## src/rtl/muldiv_pkg.sv

```systemverilog
// Shared constants and types for the RV32M multiply/divide unit.
// MULDIV_EARLY_OUT_EN (see muldiv_unit.sv) selects early-terminating multiplies.
package muldiv_pkg;

  localparam logic [2:0] F3_MUL    = 3'b000;
  localparam logic [2:0] F3_MULH   = 3'b001;
  localparam logic [2:0] F3_MULHSU = 3'b010;
  localparam logic [2:0] F3_MULHU  = 3'b011;
  localparam logic [2:0] F3_DIV    = 3'b100;
  localparam logic [2:0] F3_DIVU   = 3'b101;
  localparam logic [2:0] F3_REM    = 3'b110;
  localparam logic [2:0] F3_REMU   = 3'b111;

  // Decode used by the main controller to enter EX_M
  localparam logic [6:0] OPCODE_OP     = 7'b0110011;
  localparam logic [6:0] FUNCT7_MULDIV = 7'b0000001;

  typedef enum logic [1:0] {StIdle, StRun, StDone} state_e;

endpackage

```

## src/rtl/muldiv_if.sv

```systemverilog
// Request/response bundle between the main controller (master) and muldiv_unit (slave).
interface muldiv_if #(
  parameter int unsigned XLEN = 32
);
  logic            start;
  logic [2:0]      funct3;
  logic [XLEN-1:0] a;
  logic [XLEN-1:0] b;
  logic            busy;
  logic            done;
  logic [XLEN-1:0] result;

  modport master (output start, funct3, a, b, input busy, done, result);
  modport slave  (input start, funct3, a, b, output busy, done, result);
endinterface

```

## src/rtl/muldiv_negate.sv

```systemverilog
// Conditional two's-complement negation of a W-bit value.
module muldiv_negate #(
  parameter int unsigned W = 32
) (
  input  logic         neg_i,
  input  logic [W-1:0] val_i,
  output logic [W-1:0] val_o
);
  assign val_o = neg_i ? (~val_i + W'(1)) : val_i;
endmodule

```

## src/rtl/muldiv_unit.sv

```systemverilog
// Iterative RV32M multiply/divide engine (radix-2 shift-add, restoring division).
// Define MULDIV_EARLY_OUT_EN to let multiplies finish once the multiplier is exhausted.
module muldiv_unit
  import muldiv_pkg::*;
#(
  parameter int unsigned XLEN = 32
) (
  input logic     clk,
  input logic     rst,
  muldiv_if.slave bus
);
  localparam int unsigned     CntW   = $clog2(XLEN);
  localparam logic [XLEN-1:0] MinVal = {1'b1, {(XLEN-1){1'b0}}};

  state_e            state_q, state_d;
  logic [CntW-1:0]   cnt_q, cnt_d;
  logic [2*XLEN-1:0] acc_q, acc_d;
  logic [XLEN-1:0]   opa_q, opa_d, opb_q, opb_d, result_q, result_d;
  logic [2:0]        op_q, op_d;
  logic              neg_q, neg_d;

  logic            is_div, sign_a, sign_b, neg_start;
  logic [XLEN-1:0] mag_a, mag_b;

  always_comb begin
    is_div = bus.funct3[2];
    if (is_div) begin
      sign_a = ~bus.funct3[0] & bus.a[XLEN-1];
      sign_b = ~bus.funct3[0] & bus.b[XLEN-1];
    end else begin
      sign_a = (bus.funct3 == F3_MULH || bus.funct3 == F3_MULHSU) & bus.a[XLEN-1];
      sign_b = (bus.funct3 == F3_MULH) & bus.b[XLEN-1];
    end
    // Remainder follows the dividend; everything else follows the sign product
    neg_start = (is_div && bus.funct3[1]) ? sign_a : (sign_a ^ sign_b);
  end

  muldiv_negate #(.W(XLEN)) u_neg_a (.neg_i(sign_a), .val_i(bus.a), .val_o(mag_a));
  muldiv_negate #(.W(XLEN)) u_neg_b (.neg_i(sign_b), .val_i(bus.b), .val_o(mag_b));

  logic            spec_hit;
  logic [XLEN-1:0] spec_val;

  always_comb begin
    spec_hit = 1'b0;
    spec_val = '0;
    if (is_div && bus.b == '0) begin
      spec_hit = 1'b1;
      spec_val = bus.funct3[1] ? bus.a : '1;
    end else if (is_div && !bus.funct3[0] && bus.a == MinVal && bus.b == '1) begin
      spec_hit = 1'b1;
      spec_val = bus.funct3[1] ? '0 : MinVal;
    end
`ifdef MULDIV_EARLY_OUT_EN
    else if (!is_div && (bus.a == '0 || bus.b == '0)) begin
      spec_hit = 1'b1;
      spec_val = '0;
    end
`endif
  end

  logic [XLEN:0]     mul_sum, div_trial;
  logic [XLEN-1:0]   div_rem, opa_next, res_final;
  logic [2*XLEN-1:0] mul_acc, div_acc, acc_next, final_acc, raw_res, fix_res;
  logic              last;

  always_comb begin
    mul_sum   = {1'b0, acc_q[2*XLEN-1:XLEN]} + {1'b0, opb_q & {XLEN{opa_q[0]}}};
    mul_acc   = {mul_sum, acc_q[XLEN-1:1]};
    div_trial = {acc_q[2*XLEN-1:XLEN], opa_q[XLEN-1]} - {1'b0, opb_q};
    div_rem   = div_trial[XLEN] ? {acc_q[2*XLEN-2:XLEN], opa_q[XLEN-1]} : div_trial[XLEN-1:0];
    div_acc   = {div_rem, acc_q[XLEN-2:0], ~div_trial[XLEN]};
    acc_next  = op_q[2] ? div_acc : mul_acc;
    opa_next  = op_q[2] ? (opa_q << 1) : (opa_q >> 1);
    last      = (cnt_q == '0);
    final_acc = acc_next;
`ifdef MULDIV_EARLY_OUT_EN
    // Partial product still sits cnt_q places high; shift it down to finish now
    if (!op_q[2]) begin
      last      = last | (opa_next == '0);
      final_acc = mul_acc >> cnt_q;
    end
`endif
    raw_res = op_q[2] ? {{XLEN{1'b0}}, op_q[1] ? final_acc[2*XLEN-1:XLEN] : final_acc[XLEN-1:0]}
                      : final_acc;
  end

  muldiv_negate #(.W(2*XLEN)) u_neg_res (.neg_i(neg_q), .val_i(raw_res), .val_o(fix_res));

  assign res_final = (op_q[2] || op_q == F3_MUL) ? fix_res[XLEN-1:0] : fix_res[2*XLEN-1:XLEN];

  always_comb begin
    state_d  = state_q;
    cnt_d    = cnt_q;
    acc_d    = acc_q;
    opa_d    = opa_q;
    opb_d    = opb_q;
    op_d     = op_q;
    neg_d    = neg_q;
    result_d = result_q;
    unique case (state_q)
      StIdle, StDone: begin
        state_d = StIdle;
        if (bus.start) begin
          op_d  = bus.funct3;
          neg_d = neg_start;
          if (spec_hit) begin
            state_d  = StDone;
            result_d = spec_val;
          end else begin
            state_d = StRun;
            cnt_d   = CntW'(XLEN - 1);
            acc_d   = '0;
            opa_d   = mag_a;
            opb_d   = mag_b;
          end
        end
      end
      StRun: begin
        acc_d = acc_next;
        opa_d = opa_next;
        cnt_d = cnt_q - CntW'(1);
        if (last) begin
          state_d  = StDone;
          result_d = res_final;
        end
      end
      default: state_d = StIdle;
    endcase
  end

  always_ff @(posedge clk) begin
    if (rst) begin
      state_q  <= StIdle;
      cnt_q    <= '0;
      acc_q    <= '0;
      opa_q    <= '0;
      opb_q    <= '0;
      op_q     <= '0;
      neg_q    <= 1'b0;
      result_q <= '0;
    end else begin
      state_q  <= state_d;
      cnt_q    <= cnt_d;
      acc_q    <= acc_d;
      opa_q    <= opa_d;
      opb_q    <= opb_d;
      op_q     <= op_d;
      neg_q    <= neg_d;
      result_q <= result_d;
    end
  end

  assign bus.busy   = (state_q == StRun);
  assign bus.done   = (state_q == StDone);
  assign bus.result = result_q;

endmodule

```

## src/flat_wrapper.sv

```systemverilog
// flat-port wrapper written by rule: the top's interface ports become plain ports
module muldiv_unit_flat import muldiv_pkg::*;
#(
  parameter int unsigned XLEN = 32
)
  (clk, rst, bus_start, bus_funct3, bus_a, bus_b, bus_busy, bus_done, bus_result);
  muldiv_if #(.XLEN(XLEN)) bus_i ();
  input logic clk;
  input logic rst;
  input wire logic [$bits(bus_i.start)-1:0] bus_start;
  input wire logic [$bits(bus_i.funct3)-1:0] bus_funct3;
  input wire logic [$bits(bus_i.a)-1:0] bus_a;
  input wire logic [$bits(bus_i.b)-1:0] bus_b;
  output wire logic [$bits(bus_i.busy)-1:0] bus_busy;
  output wire logic [$bits(bus_i.done)-1:0] bus_done;
  output wire logic [$bits(bus_i.result)-1:0] bus_result;
  assign bus_i.start = bus_start;
  assign bus_i.funct3 = bus_funct3;
  assign bus_i.a = bus_a;
  assign bus_i.b = bus_b;
  assign bus_busy = bus_i.busy;
  assign bus_done = bus_i.done;
  assign bus_result = bus_i.result;
  muldiv_unit #(.XLEN(XLEN)) u_core (.clk(clk), .rst(rst), .bus(bus_i));
endmodule
```

## config.mk

```make
export PLATFORM = sky130hd
export DESIGN_NAME = muldiv_unit_flat
export DESIGN_NICKNAME = d
export VERILOG_FILES = /design/src/rtl/muldiv_pkg.sv /design/src/rtl/muldiv_if.sv /design/src/rtl/muldiv_negate.sv /design/src/rtl/muldiv_unit.sv /design/src/flat_wrapper.sv
export SDC_FILE = /design/constraint.sdc
export NUM_CORES = 1
export LEC_CHECK = 0
export ABC_CLOCK_PERIOD_IN_PS = 7400
export CORE_MARGIN = 8
export CORE_UTILIZATION = 47
export DETAILED_ROUTE_END_ITERATION = 10
export MAX_ROUTING_LAYER = met4
export PLACE_DENSITY = 0.66
export SLEW_MARGIN = 25
export SYNTH_ARGS = -nofsm -noshare
export SYNTH_HDL_FRONTEND = slang
export SYNTH_SLANG_ARGS = --single-unit
```

## constraint.sdc

```tcl
create_clock -name clk -period 7.4 [get_ports clk]
set_clock_uncertainty 0.2 [all_clocks]
set_input_delay 1.85 -clock clk [delete_from_list [all_inputs] [get_ports clk]]
set_output_delay 1.85 -clock clk [all_outputs]
set_load 0.02 [all_outputs]
```

Word level (Yosys, flattened, before mapping)
Index checks and enable logic that the tools add are counted.
{"block": "op_classes", "addsub": 6, "mul": 0, "div": 0, "order_cmp": 0, "eq_ne": 10, "shift": 0, "muxes": 35, "bitwise": 12, "n_reduce_logical": 18}
{"operator": "32-bit 2-to-1 mux", "n": 15}
{"operator": "64-bit 2-to-1 mux", "n": 5}
{"operator": "32-bit case mux with 2 select lines", "n": 2}
{"operator": "64-bit case mux with 2 select lines", "n": 1}
{"operator": "32-bit by 1-bit adder with 32-bit output (second input constant)", "n": 2}
{"operator": "64-bit by 1-bit adder with 64-bit output (second input constant)", "n": 1}
{"operator": "32-bit == test (second input constant)", "n": 2}
{"operator": "32-bit NOT", "n": 2}
{"operator": "64-bit NOT", "n": 1}
{"operator": "32-bit by 32-bit adder with 33-bit output", "n": 1}
{"operator": "33-bit by 32-bit subtractor with 33-bit output", "n": 1}
{"operator": "32-bit bitwise AND", "n": 1}
{"operator": "32-bit logical NOT", "n": 1}
{"operator": "5-bit 2-to-1 mux", "n": 2}
{"operator": "5-bit case mux with 2 select lines", "n": 1}
{"operator": "2-bit 2-to-1 mux", "n": 3}
{"operator": "3-bit AND reduction", "n": 2}
{"operator": "1-bit logical AND", "n": 5}
{"operator": "5-bit logical NOT", "n": 1}
{"operator": "1-bit 2-to-1 mux", "n": 5}
{"operator": "5-bit by 1-bit subtractor with 5-bit output (second input constant)", "n": 1}
{"operator": "1-bit bitwise AND", "n": 4}
{"operator": "2-bit by 1-bit inequality test with 1-bit output (second input constant)", "n": 2}
{"operator": "2-bit inequality test (second input constant)", "n": 2}
{"operator": "15 further kinds", "n": 18}
{"block": "word_totals", "reg_bits": 171, "latch_bits": 0, "ramBits": 0, "romBits": 0, "inputBits": 70, "elab_cells": 89, "n_memories": 0}

Logic depth before layout (Yosys ltp)
{"block": "depth", "word_depth": 11, "mapped_depth": 25}

Hierarchy
A second synthesis with hierarchy kept.
{"block": "unflattened", "cells_unflattened": 2115, "area_unflattened_um2": 15745.1}
{"mod": "muldiv_unit", "n_inst": 1, "cells_each": 1711, "area_per_inst_um2": 12542.0}
{"mod": "muldiv_negate (u_core.u_neg_res)", "n_inst": 1, "cells_each": 206, "area_per_inst_um2": 1649.1}
{"mod": "muldiv_negate (u_core.u_neg_a ...)", "n_inst": 2, "cells_each": 99, "area_per_inst_um2": 777.0}

Least setup slack after synthesis
No wires, ideal clock.
{"block": "synth_timing", "path_type": "register -> register", "start": "register u_core.opa_q[31]", "end": "register u_core.result_q[12], in the netlist u_core.bus.result[12]", "arrival_ns": 5.689, "path_slack_ns": 1.442, "stages_incl_launch_ff": 25, "path_buffers": 5, "period_less_slack_ns": 5.958, "path_cell_list": "dfxtp_1 inv_1 ha_1 inv_1 fa_1 a211oi_2 nor4_2 o21ai_1 a21oi_2 o211ai_1 buf_2 buf_2 clkbuf_1 clkbuf_1 o21ai_0 o21ai_0 ha_1 inv_1 a2111oi_2 nand2_1 or4b_1 clkbuf_1 nor4_1 mux2_2 o21ai_1"}
{"block": "synth_via", "elab_chain_cells": 11}
{"element": "start, declared", "line": "muldiv_unit.sv:18", "source": "logic [XLEN-1:0] opa_q, opa_d, opb_q, opb_d, result_q, result_d;"}
{"element": "start signal, assigned", "line": "muldiv_unit.sv:146", "source": "opa_q <= opa_d;"}
{"element": "33-bit by 32-bit subtractor with 33-bit output", "line": "muldiv_unit.sv:70", "source": "div_trial = {acc_q[2*XLEN-1:XLEN], opa_q[XLEN-1]} - {1'b0, opb_q};"}
{"element": "32-bit 2-to-1 mux / 1-bit NOT (equally long branches)", "line": "muldiv_unit.sv:71, muldiv_unit.sv:72"}
{"element": "64-bit 2-to-1 mux *", "line": "muldiv_unit.sv:73", "source": "acc_next = op_q[2] ? div_acc : mul_acc;"}
{"element": "32-bit 2-to-1 mux", "line": "muldiv_unit.sv:84", "source": "raw_res = op_q[2] ? {{XLEN{1'b0}}, op_q[1] ? final_acc[2*XLEN-1:XLEN] : final_acc[XLEN-1:0]}"}
{"element": "64-bit 2-to-1 mux *", "line": "muldiv_unit.sv:84"}
{"element": "64-bit NOT", "line": "muldiv_negate.sv:9", "source": "assign val_o = neg_i ? (~val_i + W'(1)) : val_i;"}
{"element": "64-bit by 1-bit adder with 64-bit output", "line": "muldiv_negate.sv:9"}
{"element": "64-bit 2-to-1 mux *", "line": "muldiv_negate.sv:9"}
{"element": "32-bit 2-to-1 mux *", "line": "muldiv_unit.sv:90", "source": "assign res_final = (op_q[2] || op_q == F3_MUL) ? fix_res[XLEN-1:0] : fix_res[2*XLEN-1:XLEN];"}
{"element": "32-bit 2-to-1 mux *", "line": "muldiv_unit.sv:123", "source": "if (last) begin"}
{"element": "32-bit case mux with 2 select lines *", "line": "muldiv_unit.sv:101", "source": "unique case (state_q)"}
{"element": "end signal, assigned", "line": "muldiv_unit.sv:150", "source": "result_q <= result_d;"}
{"element": "end, declared", "line": "muldiv_unit.sv:18"}
Mark *: on every way between the ends. The rest lies on a longest branch, timed or not. The select of a mux whose other input is x is not followed.
A chain may end at the register's enable or synchronous reset.

Worst setup path in the final report
{"block": "layout_timing", "start": "register u_core.opa_q[31]", "end": "register u_core.result_q[20], in the netlist u_core.bus.result[20]"}
The elaborated chain is that of the path after synthesis.

==> run summary <==
The average cell area after synthesis is 6.99 sq um, and the global-route track usage on met2 is 51.6%. Once the clock tree was built, the resizer swapped 0 gates to a different size. The tools report the post-CTS repair timing setup buffer count as 0. Ranked by instance count, the synthesized netlist is headed by nor2_1 (310), nand2_1 (252), a21oi_1 (214).

The logs give 0 for the count of max-cap constraint violations and 34.2% for the aggregate global-route resource usage. The synthesized design devotes to its leading area cell type 19.9% of total area. The total power divided by cell area is 196 nW/um^2, and the total number of vias is 19700. The share of cells above drive strength 1 is 6.64%. The count of flip-flops with a built-in enable after synthesis was 0; the overall die width was 207 um. The worst setup path is captured at a flop. After global routing the overflow that remains totals 0. The top-level port count was 104.

The number of max-slew violations in the final report is 0, and the met1 track demand over resource is 44.5%. The required arrival time at the worst endpoint was 7560 ps; the layout-stage area growth over the synthesis result was 11.5%. Pin slew with the least headroom to its limit: 981 ps. The global-route wire length before repair is 113000 um, and the final critical-path share of the clock period is 92.1%. The synthesized netlist cell count is 2461, and the count of buffers from port buffering is 103. The global routing met3 resource utilization was 5.66%; the area enclosed by the die boundary was 43000 sq um. The tools report the number of antenna violations at the first check in global routing as 1.

After routing the design area is 19200 sq um. For the number of violations reported at the end of detailed-routing iteration 0, the log shows 2539. The cell type with the highest occurrence count on the critical path was inv_1. In the final timing run, aggregate negative setup slack is 0 ps. STA classifies the critical path startpoint as a flop. After detailed routing, the total wire length is 74900 um. During synthesis, Yosys emitted a total of 0 warnings. Clock tree synthesis selected as its root buffer the cell clkbuf_16. In this run the worst hold path is classified as flop to flop. The largest individual stage delay along the critical path comes from the cell or4b_1. The run gives 0 as the number of hold-slack violations in the final timing report. Most utilized layer in the global route result: met2.

The highest cell delay on the worst timing path came out at 810 ps. The initialized floorplan defines 70 standard-cell rows. In the synthesized netlist the dominant register cell turns out to be dfxtp_1. Net count after synthesis: 2603. In the post-synthesis netlist, the cell with the most instances is nor2_1.

The HPWL after detailed placement is 57100 um. Core outline area: 36300 sq um. The cell leakage power came out at 7.37 nW. The total chip power is 3.76 mW.

The run finished with clean final reports. The cell class contributing the biggest share of worst-path delay was compound AO/OA/AOI/OAI gates. Synthesis inferred 171 register bits. The critical path goes through inv_1, ha_1, inv_1, fa_1, a211oi_2, nor4_2, o21ai_1, a21oi_2, o211a_1, buf_4, o311ai_1, ha_1, inv_1, a2111oi_2, nand2_1, or4b_1, o41ai_1, nor3b_1, nor3_1. The placed instances occupy a cell area of 18600 sq um. Data on the critical path arrives at its endpoint at 6970 ps. The number of nets with antenna violations after detailed routing was 0; the fmax was 147 MHz.

TritonCTS built the clock tree. Along the worst path, the maximum fanout reaches 14. The number of iterations in the first detailed-routing pass is 6. Setup violations remaining at the end of the flow were counted as 0. Dividing the detail-routed via count by the number of cells gives 6.69. Of all cell types, the one taking the most synthesized area is dfxtp_1. The logs give 1.00 for the placer congestion estimate and 4 for the number of levels in the clock H-tree. Final layout net count: 2600.

Area of the mapped netlist: 17200 sq um. CTS saw 171 sinks. For the worst-skew pair, the clock arrives at the later sink with an insertion delay of 480 ps.

Setup repair after global routing left no endpoint under its margin. The logs give 287 ps for the worst hold slack across all endpoints and 91 for the number of distinct library cells after synthesis. The die is 207 um tall. In the synthesized netlist the async set-or-reset flop fraction comes to 0%.

The hold-fix buffer count after cts was 0. After synthesis, the cell types taking the most area are dfxtp_1 (20%), nor2_1 (6.8%), a21oi_1 (6.2%). The share of the Yosys chip area taken by registers is 19.9%. After clock tree synthesis, the clock-pin slew on the worst setup and hold paths is 80 ps. For the number of global-route vias before repair, the log shows 18100.

Entering global routing, the biggest net connects 102 pins. In this run, CTS created clock tree buffers numbering 17. The startpoint-to-endpoint class of the critical path was flop to flop. Headroom to the max-slew limit came out at 34.0%. The starting utilization of the core area came out at 47.4%. After detailed routing, the average wire length per cell comes to 25.5 um.

After layout, the minimum clock period comes to 6810 ps. The critical path contains buffers and inverters numbering 4 combined. In this run the deepest clock path goes through 2 buffers. The run gives 0 as the number of DRC violations after detailed routing. Across the VDD grid, the largest voltage drop is 0.000196 V.
## logic make-up (layout without fill, tap and decap cells)
kind of cell | Yosys count | after routing | synth area share [%]
buffers and inverters | 243 | 253 | 5.57
AND/OR/NAND/NOR | 957 | 957 | 26.3
other | 0 | 1 | 0
adder cells (fa/ha/maj) | 72 | 72 | 5.32
multiplexers | 106 | 106 | 6.34
flip-flops | 171 | 171 | 19.9
XOR/XNOR | 115 | 115 | 5.85
AO/OA/AOI/OAI | 797 | 797 | 30.8
## registers in the layout (all words and copies together), names as in the netlist
signal	flops
u_core.state_q	2
u_core.op_q	3
u_core.opb_q	32
u_core.opa_q	32
u_core.neg_q	1
u_core.bus.result	32
u_core.cnt_q	5
u_core.acc_q	64
## where the power goes
group	switching [mW]	leakage [nW]	internal, mW
combinational	1.14	5.67	0.573
sequential	0.0681	1.40	0.985
clock	0.501	0.304	0.491
total	1.71	7.37	2.05
## final timing paths
path | slack (ps) | from | to | cells past startpoint
worst min-delay path | 290 | u_core.acc_q[7]$_SDFFE_PP0P_ | u_core.acc_q[7]$_SDFFE_PP0P_ | 2
worst max register to register | 590 | u_core.opa_q[31]$_SDFFE_PP0P_ | u_core.bus.result[20]$_SDFFE_PP0P_ | 19
worst min register to register | 290 | u_core.acc_q[7]$_SDFFE_PP0P_ | u_core.acc_q[7]$_SDFFE_PP0P_ | 2
worst max-delay path | 590 | u_core.opa_q[31]$_SDFFE_PP0P_ | u_core.bus.result[20]$_SDFFE_PP0P_ | 19
## cell type report
cell class / instances / area [sq um]
fill: 3608 / 17200
multi-input combinational: 2047 / 12900
tap: 468 / 586
clock inverter: 15 / 193
inverter: 65 / 245
sequential: 171 / 3430
antenna: 1 / 2.50
timing repair buffer: 156 / 1440
clock buffer: 17 / 425
## per-layer routing
layer,routed length [um],vias to the layer above,share of wire (%)
li1,-,9065,-
met1,31900,9349,43
met2,32800,1037,44
met3,6600,203,8.8
met4,3580,0,4.8
met5,0,-,0
## worst min-delay path: cells and delay by family (launching register included)
family,cells,cell delay [ps]
compound gates,1,60
simple gates,1,60
flops,1,330
## stage by stage
step	worst slack, ps	cells	util [%]
floorplan	1440	2461	-
global placement	574	2907	51.0
detailed placement	606	2907	51.1
CTS	771	2939	52.8
global route	252	2940	52.8
finish	587	2940	52.8
## layout by cell type (no fill, tap or decap), drive strengths merged, types with 34 or more instances in the layout
master,count
a211oi,121
a21oi,217
a31oi,63
and2,59
buf,54
clkdlybuf4s50,102
dfxtp,171
ha,70
inv,74
mux2i,85
nand2,252
nand3,61
nand4,34
nor2,310
nor3,72
o21ai,140
xnor2,66
xor2,49
Note: power is estimated with default switching activity, not from simulation.
